<file path="src/rtl/dbgu_cmd_engine_pkg.sv">
// Shared definitions for the debug-unit command engine: host opcodes, FSM states, timeout fill byte.
package dbgu_cmd_engine_pkg;

    localparam logic [7:0] OP_SET_ADDR  = 8'h01;
    localparam logic [7:0] OP_WRITE     = 8'h04;
    localparam logic [7:0] OP_READ      = 8'h05;
    localparam logic [7:0] OP_CPU_CLK   = 8'h22;
    localparam logic [7:0] TIMEOUT_FILL = 8'hEE;

    typedef enum logic [2:0] {
        S_IDLE,
        S_ARG,
        S_EXEC_SET,
        S_MEM_WR,
        S_MEM_RD,
        S_TX
    } engine_state_t;

    // Command whose argument bytes are being collected in S_ARG.
    typedef enum logic [1:0] {
        CMD_SET_ADDR,
        CMD_WRITE,
        CMD_CPU_CLK
    } arg_cmd_t;

    function automatic logic [31:0] next_word_addr(input logic [31:0] addr);
        return {addr[31:2] + 30'd1, 2'b00};
    endfunction

endpackage

</file>
<file path="src/rtl/dbgu_cmd_engine_if.sv">
// Byte-stream (UART RX/TX) and picorv32-native memory port bundle of the debug command engine.
interface dbgu_cmd_engine_if;

    logic        rx_valid;
    logic [7:0]  rx_data;
    logic        rx_ready;
    logic        tx_valid;
    logic [7:0]  tx_data;
    logic        tx_ready;
    logic        mem_valid;
    logic        mem_ready;
    logic [31:0] mem_addr;
    logic [31:0] mem_wdata;
    logic [3:0]  mem_wstrb;
    logic [31:0] mem_rdata;
    logic        cpu_run;

    modport master (
        input  rx_valid, rx_data, tx_ready, mem_ready, mem_rdata,
        output rx_ready, tx_valid, tx_data, mem_valid, mem_addr, mem_wdata, mem_wstrb, cpu_run
    );

    modport slave (
        output rx_valid, rx_data, tx_ready, mem_ready, mem_rdata,
        input  rx_ready, tx_valid, tx_data, mem_valid, mem_addr, mem_wdata, mem_wstrb, cpu_run
    );

endinterface

</file>
<file path="src/rtl/dbgu_cmd_engine_word_shifter.sv">
// dbgu_word_shifter: 32-bit little-endian byte assembler (shift-in) and byte serializer (indexed read-out).
module dbgu_word_shifter (
    input  logic        clk,
    input  logic        reset,
    input  logic        shift_en,
    input  logic [7:0]  shift_byte,
    input  logic        load_en,
    input  logic [31:0] load_word,
    input  logic [1:0]  rd_idx,
    output logic [31:0] word,
    output logic [7:0]  rd_byte
);

    // New bytes enter at the top, so after four shifts the first byte sits in [7:0].
    always_ff @(posedge clk) begin
        if (reset) begin
            word <= '0;
        end else if (load_en) begin
            word <= load_word;
        end else if (shift_en) begin
            word <= {shift_byte, word[31:8]};
        end
    end

    assign rd_byte = word[{rd_idx, 3'b000} +: 8];

endmodule

</file>
<file path="src/rtl/dbgu_cmd_engine.sv">
// Debug-unit command engine: decodes host bytes into word accesses and streams read data back.
// Optional CPU clock gating command is enabled by defining DBGU_CPU_HALT_EN.
module dbgu_cmd_engine
    import dbgu_cmd_engine_pkg::*;
#(
    parameter logic [31:0] ADDR_RESET  = 32'h0000_0000,
    parameter logic [15:0] MEM_TIMEOUT = 16'd1023
) (
    input logic               clk,
    input logic               reset,
    dbgu_cmd_engine_if.master bus
);

    engine_state_t state, state_next;
    arg_cmd_t      cmd, cmd_next;

    logic [1:0]  byte_cnt;
    logic [1:0]  last_idx;
    logic        cnt_clr, cnt_inc;
    logic [31:0] addr_ptr;
    logic        ptr_set, ptr_inc;
    logic [15:0] tmo_cnt;
    logic        tmo_clr, tmo_inc, timed_out;
    logic        shift_en, load_en;
    logic [31:0] load_word, word;
    logic [7:0]  tx_byte;
    logic        rx_ready, tx_valid, mem_valid;
    logic [3:0]  mem_wstrb;
`ifdef DBGU_CPU_HALT_EN
    logic        cpu_set;
    logic        cpu_run_q;
`endif

    dbgu_word_shifter u_shifter (
        .clk        (clk),
        .reset      (reset),
        .shift_en   (shift_en),
        .shift_byte (bus.rx_data),
        .load_en    (load_en),
        .load_word  (load_word),
        .rd_idx     (byte_cnt),
        .word       (word),
        .rd_byte    (tx_byte)
    );

    assign last_idx  = (cmd == CMD_CPU_CLK) ? 2'd0 : 2'd3;
    assign timed_out = (MEM_TIMEOUT != 16'd0) && (tmo_cnt == MEM_TIMEOUT - 16'd1);

    always_ff @(posedge clk) begin
        if (reset) begin
            state <= S_IDLE;
        end else begin
            state <= state_next;
        end
    end

    always_comb begin
        state_next = state;
        cmd_next   = cmd;
        rx_ready   = 1'b0;
        tx_valid   = 1'b0;
        mem_valid  = 1'b0;
        mem_wstrb  = 4'h0;
        shift_en   = 1'b0;
        load_en    = 1'b0;
        load_word  = bus.mem_rdata;
        cnt_clr    = 1'b0;
        cnt_inc    = 1'b0;
        ptr_set    = 1'b0;
        ptr_inc    = 1'b0;
        tmo_clr    = 1'b1;
        tmo_inc    = 1'b0;
`ifdef DBGU_CPU_HALT_EN
        cpu_set    = 1'b0;
`endif
        case (state)
            S_IDLE: begin
                rx_ready = 1'b1;
                if (bus.rx_valid) begin
                    cnt_clr = 1'b1;
                    case (bus.rx_data)
                        OP_SET_ADDR: begin
                            cmd_next   = CMD_SET_ADDR;
                            state_next = S_ARG;
                        end
                        OP_WRITE: begin
                            cmd_next   = CMD_WRITE;
                            state_next = S_ARG;
                        end
                        OP_READ: state_next = S_MEM_RD;
`ifdef DBGU_CPU_HALT_EN
                        OP_CPU_CLK: begin
                            cmd_next   = CMD_CPU_CLK;
                            state_next = S_ARG;
                        end
`endif
                        default: state_next = S_IDLE;
                    endcase
                end
            end
            S_ARG: begin
                rx_ready = 1'b1;
                if (bus.rx_valid) begin
                    shift_en = 1'b1;
                    if (byte_cnt == last_idx) begin
                        cnt_clr = 1'b1;
                        case (cmd)
                            CMD_SET_ADDR: state_next = S_EXEC_SET;
                            CMD_WRITE:    state_next = S_MEM_WR;
`ifdef DBGU_CPU_HALT_EN
                            CMD_CPU_CLK: begin
                                cpu_set    = 1'b1;
                                state_next = S_IDLE;
                            end
`endif
                            default:      state_next = S_IDLE;
                        endcase
                    end else begin
                        cnt_inc = 1'b1;
                    end
                end
            end
            S_EXEC_SET: begin
                ptr_set    = 1'b1;
                state_next = S_IDLE;
            end
            S_MEM_WR: begin
                mem_valid = 1'b1;
                mem_wstrb = 4'hF;
                tmo_clr   = 1'b0;
                if (bus.mem_ready) begin
                    ptr_inc    = 1'b1;
                    state_next = S_IDLE;
                end else if (timed_out) begin
                    state_next = S_IDLE;
                end else begin
                    tmo_inc = 1'b1;
                end
            end
            S_MEM_RD: begin
                mem_valid = 1'b1;
                tmo_clr   = 1'b0;
                if (bus.mem_ready) begin
                    load_en    = 1'b1;
                    ptr_inc    = 1'b1;
                    cnt_clr    = 1'b1;
                    state_next = S_TX;
                end else if (timed_out) begin
                    // An abandoned read still answers the host with a recognisable filler word.
                    load_en    = 1'b1;
                    load_word  = {4{TIMEOUT_FILL}};
                    cnt_clr    = 1'b1;
                    state_next = S_TX;
                end else begin
                    tmo_inc = 1'b1;
                end
            end
            S_TX: begin
                tx_valid = 1'b1;
                if (bus.tx_ready) begin
                    if (byte_cnt == 2'd3) begin
                        cnt_clr    = 1'b1;
                        state_next = S_IDLE;
                    end else begin
                        cnt_inc = 1'b1;
                    end
                end
            end
            default: state_next = S_IDLE;
        endcase
    end

    always_ff @(posedge clk) begin
        if (reset) begin
            cmd      <= CMD_SET_ADDR;
            byte_cnt <= 2'd0;
            addr_ptr <= {ADDR_RESET[31:2], 2'b00};
            tmo_cnt  <= 16'd0;
        end else begin
            cmd <= cmd_next;
            if (cnt_clr) begin
                byte_cnt <= 2'd0;
            end else if (cnt_inc) begin
                byte_cnt <= byte_cnt + 2'd1;
            end
            if (ptr_set) begin
                addr_ptr <= {word[31:2], 2'b00};
            end else if (ptr_inc) begin
                addr_ptr <= next_word_addr(addr_ptr);
            end
            if (tmo_clr) begin
                tmo_cnt <= 16'd0;
            end else if (tmo_inc) begin
                tmo_cnt <= tmo_cnt + 16'd1;
            end
        end
    end

`ifdef DBGU_CPU_HALT_EN
    always_ff @(posedge clk) begin
        if (reset) begin
            cpu_run_q <= 1'b1;
        end else if (cpu_set) begin
            cpu_run_q <= bus.rx_data[0];
        end
    end
    assign bus.cpu_run = cpu_run_q;
`else
    assign bus.cpu_run = 1'b1;
`endif

    // rx_ready is masked during reset so no byte is consumed while the engine is being cleared.
    assign bus.rx_ready  = rx_ready & ~reset;
    assign bus.tx_valid  = tx_valid;
    assign bus.tx_data   = tx_valid ? tx_byte : 8'h00;
    assign bus.mem_valid = mem_valid;
    assign bus.mem_addr  = addr_ptr;
    assign bus.mem_wdata = (state == S_MEM_WR) ? word : 32'h0;
    assign bus.mem_wstrb = mem_wstrb;

endmodule

</file>
<file path="src/flat_wrapper.sv">
// flat-port wrapper written by rule: the top's interface ports become plain ports
module dbgu_cmd_engine_flat import dbgu_cmd_engine_pkg::*;
#(
    parameter logic [31:0] ADDR_RESET  = 32'h0000_0000,
    parameter logic [15:0] MEM_TIMEOUT = 16'd1023
)
  (clk, reset, bus_rx_valid, bus_rx_data, bus_tx_ready, bus_mem_ready, bus_mem_rdata, bus_rx_ready, bus_tx_valid, bus_tx_data, bus_mem_valid, bus_mem_addr, bus_mem_wdata, bus_mem_wstrb, bus_cpu_run);
  dbgu_cmd_engine_if bus_i ();
  input logic clk;
  input logic reset;
  input wire logic [$bits(bus_i.rx_valid)-1:0] bus_rx_valid;
  input wire logic [$bits(bus_i.rx_data)-1:0] bus_rx_data;
  input wire logic [$bits(bus_i.tx_ready)-1:0] bus_tx_ready;
  input wire logic [$bits(bus_i.mem_ready)-1:0] bus_mem_ready;
  input wire logic [$bits(bus_i.mem_rdata)-1:0] bus_mem_rdata;
  output wire logic [$bits(bus_i.rx_ready)-1:0] bus_rx_ready;
  output wire logic [$bits(bus_i.tx_valid)-1:0] bus_tx_valid;
  output wire logic [$bits(bus_i.tx_data)-1:0] bus_tx_data;
  output wire logic [$bits(bus_i.mem_valid)-1:0] bus_mem_valid;
  output wire logic [$bits(bus_i.mem_addr)-1:0] bus_mem_addr;
  output wire logic [$bits(bus_i.mem_wdata)-1:0] bus_mem_wdata;
  output wire logic [$bits(bus_i.mem_wstrb)-1:0] bus_mem_wstrb;
  output wire logic [$bits(bus_i.cpu_run)-1:0] bus_cpu_run;
  assign bus_i.rx_valid = bus_rx_valid;
  assign bus_i.rx_data = bus_rx_data;
  assign bus_i.tx_ready = bus_tx_ready;
  assign bus_i.mem_ready = bus_mem_ready;
  assign bus_i.mem_rdata = bus_mem_rdata;
  assign bus_rx_ready = bus_i.rx_ready;
  assign bus_tx_valid = bus_i.tx_valid;
  assign bus_tx_data = bus_i.tx_data;
  assign bus_mem_valid = bus_i.mem_valid;
  assign bus_mem_addr = bus_i.mem_addr;
  assign bus_mem_wdata = bus_i.mem_wdata;
  assign bus_mem_wstrb = bus_i.mem_wstrb;
  assign bus_cpu_run = bus_i.cpu_run;
  dbgu_cmd_engine #(.ADDR_RESET(ADDR_RESET), .MEM_TIMEOUT(MEM_TIMEOUT)) u_core (.clk(clk), .reset(reset), .bus(bus_i));
endmodule
</file>
<file path="config.mk">
export PLATFORM = sky130hd
export DESIGN_NAME = dbgu_cmd_engine_flat
export DESIGN_NICKNAME = d
export VERILOG_FILES = /design/src/rtl/dbgu_cmd_engine_pkg.sv /design/src/rtl/dbgu_cmd_engine_if.sv /design/src/rtl/dbgu_cmd_engine_word_shifter.sv /design/src/rtl/dbgu_cmd_engine.sv /design/src/flat_wrapper.sv
export SDC_FILE = /design/constraint.sdc
export NUM_CORES = 1
export LEC_CHECK = 0
export ABC_AREA = 0
export CAP_MARGIN = 20
export CORE_MARGIN = 3
export CORE_UTILIZATION = 47
export DETAILED_ROUTE_END_ITERATION = 8
export GPL_TIMING_DRIVEN = 0
export PLACE_DENSITY = 0.89
export SYNTH_ARGS = -nofsm -noshare
export SYNTH_HDL_FRONTEND = slang
export SYNTH_HIERARCHICAL = 1
export SYNTH_SLANG_ARGS = --single-unit
</file>
<file path="constraint.sdc">
create_clock -name clk -period 2.8 [get_ports clk]
set_clock_uncertainty 0.1 [all_clocks]
set_input_delay 0.56 -clock clk [delete_from_list [all_inputs] [get_ports clk]]
set_output_delay 0.56 -clock clk [all_outputs]
set_load 0.05 [all_outputs]
</file>
==> metrics <==
Cell Pwr Density=332.0 nW/µm²; fmax=362.5 MHz; DRT iter0 DRCs=717; yosys warns=6; crit path max fanout=10; setup slack after layout=41.09 ps; crit start category=flop; share of cells above drive strength 1=18.07%; Worst-Skew Late Latency=340 ps; CP Cell Sequence=inv_1, ha_1, or4b_4, nor4_4, buf_4, buf_6, nor2_1, nor2_4, buf_4, buf_4, nor2b_2, a211oi_1; Syn-to-layout area delta=32.59%; WL final=18940 µm; clk root buf=clkbuf_16; cell depth of the worst flop-to-flop path=12; synthesized cell area=5739 µm²; antenna violations before repair=0; CTS buffer count=9; Post-synth ARST share=0%; Initial Util=49.21%; global placement routability congestion=0.9750; Leak=2.477 nW; Final Slew Violations=0; Seq/Total Area, Yosys=29.30%; ANT nets after route=0; Crit Path Class=flop to flop; max_cap viols=0; worst endpoint required time=2920 ps; Synth top cells by count=dfxtp_1, and2_1, nand2_1; Final setup violation count=0; largest cells by area after synthesis=dfxtp_1, mux2i_1, and2_1, a211oi_1, nand2b_1; Vias/cell=6.340; HP Class=flop to flop; Max stage delay cell, worst path=or4b_4; worst path buffer plus inverter count=5; Via Count=6099; status=completed; synthesized area per cell=8.490 µm²; first-pass iteration count of the detailed router=6; post-DP HPWL=13880 µm; Worst R2R Start=u_core/tmo_cnt[0]; Hold Crit Depth=2; CTS Hold Bufs=0; DIE WIDTH=116.5 µm; Clock Pin Slew Worst Setup and Hold Paths=60 ps; fin nets=863; io pins=125; DRC Markers=0; mean routed wirelength per cell=19.69 µm; count leader, synth=dfxtp_1; CP Capture Type=flop; hold path endpoint=u_core/tmo_cnt[10]; vias in the first global route=5508; Worst VDD drop=0.0002261 V; Setup WS pre-CTS=-1316 ps; row count=39; Critical Path Max Stage Delay=510 ps; Die Y=116.5 µm; number of synthesized register bits=84; Final period util=98.53%; clk sinks=84; most frequent cell on the critical path=buf_4; final cell count without fillers=962; R2R setup slack=40 ps; Final Hold Viols=0; number of synthesized flops with an enable pin=0; leading area contributor after synthesis=dfxtp_1; Main synth FF type=dfxtp_1; Mapped Cells=676; reg2reg end=u_core/u_shifter/word[4]; CORE AREA=11660 µm²; Remaining Overflow, GRT=0; diodes inserted=0; Worst Max-Slew Pin Slew=843.5 ps; cell family with the largest share of critical-path delay=simple AND/OR/NAND/NOR gates; pin count of the biggest net entering global routing=20; I/O Buffers=121; placed cell count=941; post-synth top area share=29.30%; library cells used by synthesis=73; crit path DAT=2880 ps; GRT Overall Usage=27.64%; first-pass GRT wire length=29580 µm; TritonCTS clock tree=built; clock buffer depth=2; Final min period=2759 ps; full die area=13570 µm²; H-tree depth=3; hold_sp=u_core/tmo_cnt[10]; slew margin rel.=43.33%
-- worst max path at each step --
stage	start	end	slack [ps]	cells past startpoint
4_1_cts	reset	bus_rx_ready	-70	5
3_3_place_gp	reset	bus_rx_ready	-1320	6
6_report	u_core/tmo_cnt[0]	u_core/u_shifter/word[4]	40	12
5_1_grt	u_core/tmo_cnt[0]	u_core/u_shifter/word[3]	-30	12
3_5_place_dp	reset	bus_rx_ready	-1320	6
2_1_floorplan	u_core/state[2]	bus_tx_data[0]	7	4
-- sequential cells by signal, indices dropped and copies added, names as in the netlist --
name                   count
u_core/byte_cnt            2
u_core/tmo_cnt            16
u_core/state               3
u_core/cmd                 1
u_core/u_shifter/word     32
u_core/bus.mem_addr       30
-- logic make-up (layout without fill, tap and decap cells) --
family,after synthesis,count (layout),synth area share [%]
compound gates,156,156,19.32
xor+xnor,2,2,0.3053
fa+ha+maj,4,4,0.8721
buf+inv,74,216,7.369
flops,84,84,29.30
mux,48,48,10.18
other cells,2,3,0.1309
simple gates,306,306,32.53
-- where the power goes --
group | switching (mW) | total, mW | internal [mW]
Sequential | 0.00197 | 1.20 | 1.20
Clock | 0.483 | 1.17 | 0.683
Combinational | 0.0741 | 0.162 | 0.0877
Total | 0.559 | 2.53 | 1.97
-- layer usage --
layer	up-vias	routed length, µm	global-route usage [%]
met5	-	0	0
met1	2756	7637	38.17
li1	2819	-	-
met3	79	1927	3.834
met2	445	8534	42.52
met4	0	838	13.30
-- per-stage QoR --
stage | hold WS [ps] | util, % | total power, mW | TNS [ps] | instance area [µm²]
4_1_cts | 384.3 | 64.25 | 2.521 | -71.04 | 7493
6_report | 384.6 | 65.25 | 2.526 | 0 | 7610
3_3_place_gp | 362.4 | 61.21 | 1.379 | -18650 | 7138
5_1_grt | 409.6 | 65.25 | 2.591 | -138.9 | 7610
3_5_place_dp | 370.6 | 61.21 | 1.381 | -20000 | 7138
2_1_floorplan | 342.8 | - | 1.295 | 0 | 5748
-- cell usage in the layout, fill, tap and decap left out, types with 16 or more instances in the layout --
cell and instances:
nor2b_1 24, nand2_1 45, clkbuf_1 21, or3_1 16, a21oi_1 30, clkdlybuf4s50_1 74, a211oi_1 31, dfxtp_1 82
nand3_1 16, nand2b_1 34, mux2i_1 40, nand4_1 23, and2_1 50, clkdlybuf4s15_2 41, buf_4 16
-- layout make-up --
class / instances / area, µm²
Fill cell: 871 / 4053
Multi-Input combinational cell: 519 / 3707
Sequential cell: 84 / 1684
Timing Repair Buffer: 127 / 1296
Buffer: 57 / 399.1
Clock buffer: 10 / 229.0
Tap cell: 143 / 178.9
Inverter: 16 / 60.06
Clock inverter: 6 / 55.05
-- tightest hold or removal path, cell delays in order, from the launching register on --
cell and delay (ps):
dfxtp_1 330, nand2_1 60, mux2i_1 50
-- what timing repair did --
action	in CTS	in global routing
gates resized for setup	146	43
cloned	0	0
endpoints found under the setup margin	79	75
pin swaps	1	2
buffers inserted	0	6
(Power assumes the default switching activity.)
